<file path="src/rtl/spi_arbiter.sv">
// Two-requester arbiter in front of a single SPI master: grants one requester at a time (round-robin on ties),
// issues its command, tracks the selected chip-select through the transfer, and returns read bytes and completion.
module spi_arbiter #(
    parameter int START_TIMEOUT = 4,
    parameter int GUARD_CYCLES  = 20
) (
    input  logic        clk,
    input  logic        rst,
    input  logic        req_0,
    input  logic        req_1,
    input  logic [14:0] cmd_0,
    input  logic [14:0] cmd_1,
    input  logic        csel_0,
    input  logic        csel_1,
    output logic        gnt_0,
    output logic        gnt_1,
    output logic        done_0,
    output logic        done_1,
    output logic        err_0,
    output logic        err_1,
    output logic [7:0]  rd_data,
    output logic        rd_valid_0,
    output logic        rd_valid_1,
    output logic [14:0] spi_data_in,
    output logic        spi_data_in_valid,
    output logic        spi_cs_sel,
    input  logic        spi_cs0,
    input  logic        spi_cs1,
    input  logic [7:0]  spi_data_out,
    input  logic        spi_data_out_valid
);

    localparam int TW = (START_TIMEOUT > 1) ? $clog2(START_TIMEOUT + 1) : 1;
    localparam int GW = (GUARD_CYCLES > 1) ? $clog2(GUARD_CYCLES + 1) : 1;
    localparam logic [TW-1:0] TO_LAST = TW'(START_TIMEOUT - 1);
    localparam logic [GW-1:0] GD_LAST = GW'(GUARD_CYCLES - 1);

    typedef enum logic [2:0] {
        S_IDLE,
        S_ISSUE,
        S_START,
        S_BUSY,
        S_DRAIN,
        S_DONE
    } state_t;

    state_t         r_state;
    logic           r_owner;
    logic           r_ptr;       // last requester served; reset to 1 so requester 0 wins the first tie
    logic [TW-1:0]  r_timer;
    logic [GW-1:0]  r_guard;
    logic [1:0]     r_gnt;
    logic [1:0]     r_done;
    logic [1:0]     r_err;
    logic [1:0]     r_rd_valid;
    logic [7:0]     r_rd_data;
    logic [14:0]    r_data_in;
    logic           r_data_in_valid;
    logic           r_cs_sel;

    logic           w_any_req;
    logic           w_pick;
    logic [14:0]    w_cmd;
    logic           w_csel;
    logic           w_sel_cs;
    logic           w_capture;
    logic [1:0]     w_owner_oh;

    assign w_any_req  = req_0 | req_1;
    assign w_pick     = (req_0 & req_1) ? ~r_ptr : req_1;
    assign w_cmd      = w_pick ? cmd_1 : cmd_0;
    assign w_csel     = w_pick ? csel_1 : csel_0;
    assign w_sel_cs   = r_cs_sel ? spi_cs1 : spi_cs0;
    assign w_owner_oh = r_owner ? 2'b10 : 2'b01;
    assign w_capture  = spi_data_out_valid &&
                        (r_state == S_START || r_state == S_BUSY || r_state == S_DRAIN);

    always_ff @(posedge clk) begin
        if (rst) begin
            r_state         <= S_IDLE;
            r_owner         <= 1'b0;
            r_ptr           <= 1'b1;
            r_timer         <= '0;
            r_guard         <= '0;
            r_gnt           <= 2'b00;
            r_done          <= 2'b00;
            r_err           <= 2'b00;
            r_rd_valid      <= 2'b00;
            r_rd_data       <= 8'h00;
            r_data_in       <= 15'h0000;
            r_data_in_valid <= 1'b0;
            r_cs_sel        <= 1'b0;
        end else begin
            r_rd_valid <= 2'b00;
            if (w_capture) begin
                r_rd_data  <= spi_data_out;
                r_rd_valid <= w_owner_oh;
            end

            case (r_state)
                S_IDLE: begin
                    if (w_any_req) begin
                        r_owner         <= w_pick;
                        r_gnt           <= w_pick ? 2'b10 : 2'b01;
                        r_data_in       <= w_cmd;
                        r_data_in_valid <= 1'b1;
                        r_cs_sel        <= w_csel;
                        r_state         <= S_ISSUE;
                    end
                end
                S_ISSUE: begin
                    r_data_in_valid <= 1'b0;
                    r_timer         <= '0;
                    r_state         <= S_START;
                end
                S_START: begin
                    if (!w_sel_cs) begin
                        r_state <= S_BUSY;
                    end else if (r_timer == TO_LAST) begin
                        r_done  <= w_owner_oh;
                        r_err   <= w_owner_oh;
                        r_state <= S_DONE;
                    end else begin
                        r_timer <= r_timer + TW'(1);
                    end
                end
                S_BUSY: begin
                    if (w_sel_cs) begin
                        r_guard <= '0;
                        r_state <= S_DRAIN;
                    end
                end
                // CS activity is deliberately ignored here: the master's tail may still toggle it.
                S_DRAIN: begin
                    if (r_guard == GD_LAST) begin
                        r_done  <= w_owner_oh;
                        r_state <= S_DONE;
                    end else begin
                        r_guard <= r_guard + GW'(1);
                    end
                end
                S_DONE: begin
                    r_done  <= 2'b00;
                    r_err   <= 2'b00;
                    r_gnt   <= 2'b00;
                    r_ptr   <= r_owner;
                    r_state <= S_IDLE;
                end
                default: r_state <= S_IDLE;
            endcase
        end
    end

    assign gnt_0             = r_gnt[0];
    assign gnt_1             = r_gnt[1];
    assign done_0            = r_done[0];
    assign done_1            = r_done[1];
    assign err_0             = r_err[0];
    assign err_1             = r_err[1];
    assign rd_valid_0        = r_rd_valid[0];
    assign rd_valid_1        = r_rd_valid[1];
    assign rd_data           = r_rd_data;
    assign spi_data_in       = r_data_in;
    assign spi_data_in_valid = r_data_in_valid;
    assign spi_cs_sel        = r_cs_sel;

endmodule

</file>
<file path="config.mk">
export PLATFORM = sky130hd
export DESIGN_NAME = spi_arbiter
export DESIGN_NICKNAME = d
export VERILOG_FILES = /design/src/rtl/spi_arbiter.sv
export SDC_FILE = /design/constraint.sdc
export NUM_CORES = 1
export LEC_CHECK = 0
export BUFFER_PORTS_ARGS = -buffer_cell sky130_fd_sc_hd__buf_2
export CAP_MARGIN = 20
export CORE_MARGIN = 2
export CORE_UTILIZATION = 45
export DETAILED_ROUTE_END_ITERATION = 8
export GPL_TIMING_DRIVEN = 0
export PLACE_DENSITY = 0.82
export SYNTH_ARGS = -nofsm -noshare
export SYNTH_HDL_FRONTEND = slang
export SYNTH_SLANG_ARGS = --single-unit
</file>
<file path="constraint.sdc">
create_clock -name clk -period 2.6 [get_ports clk]
set_clock_uncertainty 0.2 [all_clocks]
set_input_delay 0.39 -clock clk [delete_from_list [all_inputs] [get_ports clk]]
set_output_delay 0.39 -clock clk [all_outputs]
set_load 0.02 [all_outputs]
</file>
After elaboration in Yosys (flattened, before gate mapping)
Index checks and enable logic that the tools add are counted.
{ "totals": {"mem_bits_ro": 0, "latchBits": 0, "ram_bits": 0, "out_inout_bits": 33, "mem_count": 0, "regBits": 46} }
{ "classes": {"bitwise": 4, "multipliers": 0, "eq_ne": 15, "reduce_logical": 19, "add_sub_neg": 2, "order_cmp": 0, "n_mux": 27, "n_div": 0, "n_shift": 0} }
{ "op_table": {"columns": ["op", "count"], "rows": [
  ["$mux W3", 7],
  ["$mux W15", 1],
  ["$pmux W3 S5", 1],
  ["$mux W2", 6],
  ["$mux W5", 2],
  ["$ne A2 B2 Y1 const B", 5],
  ["$pmux W5 S2", 1],
  ["$reduce_bool A2 Y1", 5],
  ["$eq A3 B2 Y1 const B", 3],
  ["$reduce_and A3 Y1", 3],
  ["$pmux W2 S2", 2],
  ["$reduce_and A4 Y1", 2],
  ["$eq A3 B3 Y1 const B", 2],
  ["$pmux W2 S3", 1],
  ["$pmux W3 S2", 1],
  ["$reduce_and A2 Y1", 3],
  ["$add A5 B1 Y5 const B", 1],
  ["$eq A5 B5 Y1 const B", 1],
  ["$mux W1", 4],
  ["$ne A2 B1 Y1 const B", 2],
  ["$add A3 B1 Y3 const B", 1],
  ["$eq A3 B1 Y1 const B", 1],
  ["$logic_not A3 Y1", 1],
  ["$ne A3 B2 Y1 const B", 1],
  ["8 further kinds", 10]
]} }

Depth between registers and ports, before layout
{ "logic_depth": {"depth_word": 6, "depth_mapped": 6, "mapped_depth_nobuf": 6} }

Worst setup path after synthesis
Ideal clock, no wire load.
{ "synth_timing": {"path_type": "register -> register", "startpoint": "register r_cs_sel (netlist: spi_cs_sel)", "endpoint": "register r_done[1]", "arrival_ns": 1.431, "slack_ns": 0.845, "period_less_slack_ns": 1.755, "setup_ns": 0.123, "path_buffers": 0, "stages_incl_launch_ff": 5, "required_ns": 2.277, "path_cell_list": "dfxtp_1 mux2_2 nand4_1 nand2_1 mux2_1"} }
{ "synth_via": {"elab_chain_cells": 3} }
{ "synth_rtl": {"columns": ["item", "line_no", "rtl"], "rows": [
  ["from (decl)", "59", "logic r_cs_sel;"],
  ["from (signal assigned)", "107", "r_cs_sel <= w_csel;"],
  ["$mux W1", "73", "assign w_sel_cs = r_cs_sel ? spi_cs1 : spi_cs0;"],
  ["$ne A2 B2 Y1 (no line)", null, null],
  ["$reduce_and A4 Y1 (no line)", null, null],
  ["to (signal assigned)", "120", "r_done <= w_owner_oh;"],
  ["to (signal assigned)", "136", "r_done <= w_owner_oh;"],
  ["to (decl)", "53", "logic [1:0] r_done;"]
]} }
No other way between the ends.
A chain may end at the register's enable or synchronous reset.

Final worst setup path
{ "layout_timing": {"startpoint": "register r_guard[0]", "endpoint": "register r_done[1]"} }
{ "layout_via": {"elab_chain_cells": 3} }
{ "layout_rtl": {"columns": ["item", "line_no", "rtl"], "rows": [
  ["from (decl)", "51", "logic [GW-1:0] r_guard;"],
  ["from (signal assigned)", "139", "r_guard <= r_guard + GW'(1);"],
  ["$eq A5 B5 Y1", "135", "if (r_guard == GD_LAST) begin"],
  ["$ne A2 B1 Y1 (no line)", null, null],
  ["$reduce_and A4 Y1 (no line)", null, null]
]} }
No other way between the ends.

==> impl_metrics.csv <==
group,metric,value,unit
cells_and_area,diodes,0,
sta,max_freq,0.496,GHz
synth,ys_seq_area_frac,0.443,
cts,htree_levels,2,
setup_path,crit_required,2.59,ns
setup_path,cp-end-kind,"register",
drt,drtIter0Drc,64,
sta,slew_viol_final,0,
synth,synthTopCellsByArea,"dfxtp_1 (44%), mux2i_1 (14%), nor2_1 (6.9%), a211oi_1 (6.1%), a21oi_1 (2.4%)",
synth,syn_area_per_cell,9.45,µm²
floorplanning,ios,80,
setup_path,start_kind,"register",
floorplanning,core_area,4410,µm²
pwr,seqPwrFrac,0.393,
floorplanning,design.die.area,5180,µm²
synth,synth_most_common_cell,"dfxtp_1",
cts,ctsRootBufferMaster,"clkbuf_8",
cts,hold_buffers,0,
synth,netlist.area_leader.share,0.443,
cells_and_area,layout-drive-gt1-share,0.337,
cts,path_clk_slew,0.08,ns
synth,synth_warnings,0,
sta,min_period,2.01,ns
hold_path,hp-class,"input pin to register",
grt,grt_pass1_wl,7.46,mm
sta,setup_viol,0,
drt,wl_per_cell,12.8,µm
sta,slew_headroom,0.624,
status,status,"finished, final reports clean",
floorplanning,fp-row-count,24,
pwr,totalPowerFinal,2400,µW
sta,tightest_slew,0.559,ns
synth,synth.top_cells.by_count,"dfxtp_1 (46), nor2_1 (38), mux2i_1 (29)",
drt,vias,1866,
pwr,p_int,1510,µW
sta,hold_violations,0,
grt,grt_overflow_total,0,
synth,synth-seq-cells,46,
synth,syn_inst,220,
drt,post-route-drc-count,0,
floorplanning,die_w,72.0,µm
cts,clock_sinks,46,
synth,syn_area,2080,µm²
pwr,clkPwrFrac,0.216,
synth,yosys.area.top_type,"dfxtp_1",
synth,synth_edf_count,0,
drt,antenna_left,0,
cells_and_area,layout.nets,356,
drt,wirelength,4.57,mm
place,place_hpwl,3.47,mm
sta,period_share,0.775,
synth,synth_cell_types,39,
pwr,total_leakage_power,0.00126,µW
synth,async_flop_share,0,
pwr,switchingPower,887,µW
place,io_buffers,78,
pwr,p_per_area,907,nW/µm²
setup_path,cp_max_fo,5,
sta,final.setup.tns,0,ns
grt,grt_use_total,0.181,
cts,clk_latency,0.29,ns
sta,rsz0062_at_grt,"false",
floorplanning,start_util,0.471,
setup_path,critical_path_class,"register to register",
setup_path,cp.arrival,2.00,ns
grt,grt_pass1_vias,1692,
grt,grt_max_degree,15,
pwr,peakVddDrop,0.426,mV
floorplanning,die_y,72.0,µm
place,placed_area,2530,µm²
cts,postCtsSetupRepairBufs,0,
place,gp_congestion,0.792,
pwr,power_frac_comb,0.391,
synth,synthFlopType,"dfxtp_1",
drt,drtPass1Iterations,5,
cells_and_area,area_growth,27.2,%
cts,cts_made_buffers,5,
cells_and_area,design_area,2640,µm²
grt,antenna_found_initial,0,
cts,cts-resized-gates,0,
synth,synth_nets,271,
cts,cts_tree,"done",
cts,clock_path_buffers,2,
job,cap_violations,0,
pwr,swShare,0.370,
drt,vias_per_cell,5.21,
sta,hold_slack,0.126,ns
[registers in the layout, summed over array words and instances, names as in the netlist, 2 cells and up]
name / flops
spi_data_in: 15
r_guard: 5
r_rd_valid: 2
r_err: 2
r_timer: 3
r_done: 2
r_gnt: 2
rd_data: 8
r_state: 3
[worst max-delay path, cell delays in order (launching register included)]
cell      delay, ns
dfxtp_1        0.38
ha_1           0.24
nor4bb_1       0.45
o21ai_0        0.18
nand2_1        0.14
mux2_1         0.32
[per-stage QoR]
step                 util  setup slack, ns  instances
floorplan               -            0.845        220
global placement    0.574            0.663        350
detailed placement  0.574            0.626        350
CTS                 0.599            0.618        358
global route        0.599            0.514        358
finish              0.599            0.586        358
[cells by family (layout without fill, tap and decap cells)]
logic type	after synthesis	count (layout)	synth area share
and+or+nand+nor	77	77	0.195
DFF	46	46	0.443
AOI/OAI and AO/OA	43	43	0.138
muxes	31	31	0.151
buffers and inverters	19	105	0.0494
adders and majority gates	4	4	0.0241
[area by class of cell]
class,count,area [µm²]
Clock inverter,2,37.5
Timing Repair Buffer,78,390
Tap cell,52,65.1
Multi-Input combinational cell,155,1050
Inverter,4,15.0
Clock buffer,6,72.6
Buffer,15,87.6
Sequential cell,46,921
Fill cell,377,1770
[cell usage in the layout (no fill, tap or decap), types with 2 or more instances in the layout]
cell,count
nor3b_1,3
nand3_1,2
o21ai_1,4
mux2i_1,29
buf_2,82
o21ai_0,3
nand2_1,9
nor2_1,38
nand3b_1,2
buf_4,5
clkbuf_1,6
ha_1,4
a211oi_1,17
nor3_1,5
a21oi_1,10
nor3_2,3
a22oi_1,3
nor2b_1,3
clkbuf_8,5
dfxtp_1,46
inv_1,4
and3_1,3
[worst paths after layout]
check | start | to | slack [ns] | depth (start not counted)
max | r_guard[0] | r_done[1] | 0.59 | 5
min | spi_data_out[4] | rd_data[4] | 0.13 | 3
max reg2reg | r_guard[0] | r_done[1] | 0.59 | 5
min reg2reg | r_done[0] | r_done[0] | 0.28 | 2
[layer usage]
metal	GRT usage	share of wire
met1	0.233	0.46
met2	0.308	0.49
met3	0.0292	0.033
met4	0.0692	0.013
met5	0	0
[power groups by stage]
stage | clock [µW] | combinational (µW) | sequential, µW
2_1_floorplan | 0 | 515 | 1110
3_3_place_gp | 0 | 927 | 954
3_5_place_dp | 0 | 942 | 956
4_1_cts | 532 | 944 | 942
5_1_grt | 563 | 1030 | 963
6_report | 519 | 938 | 942
(Power assumes the default switching activity.)
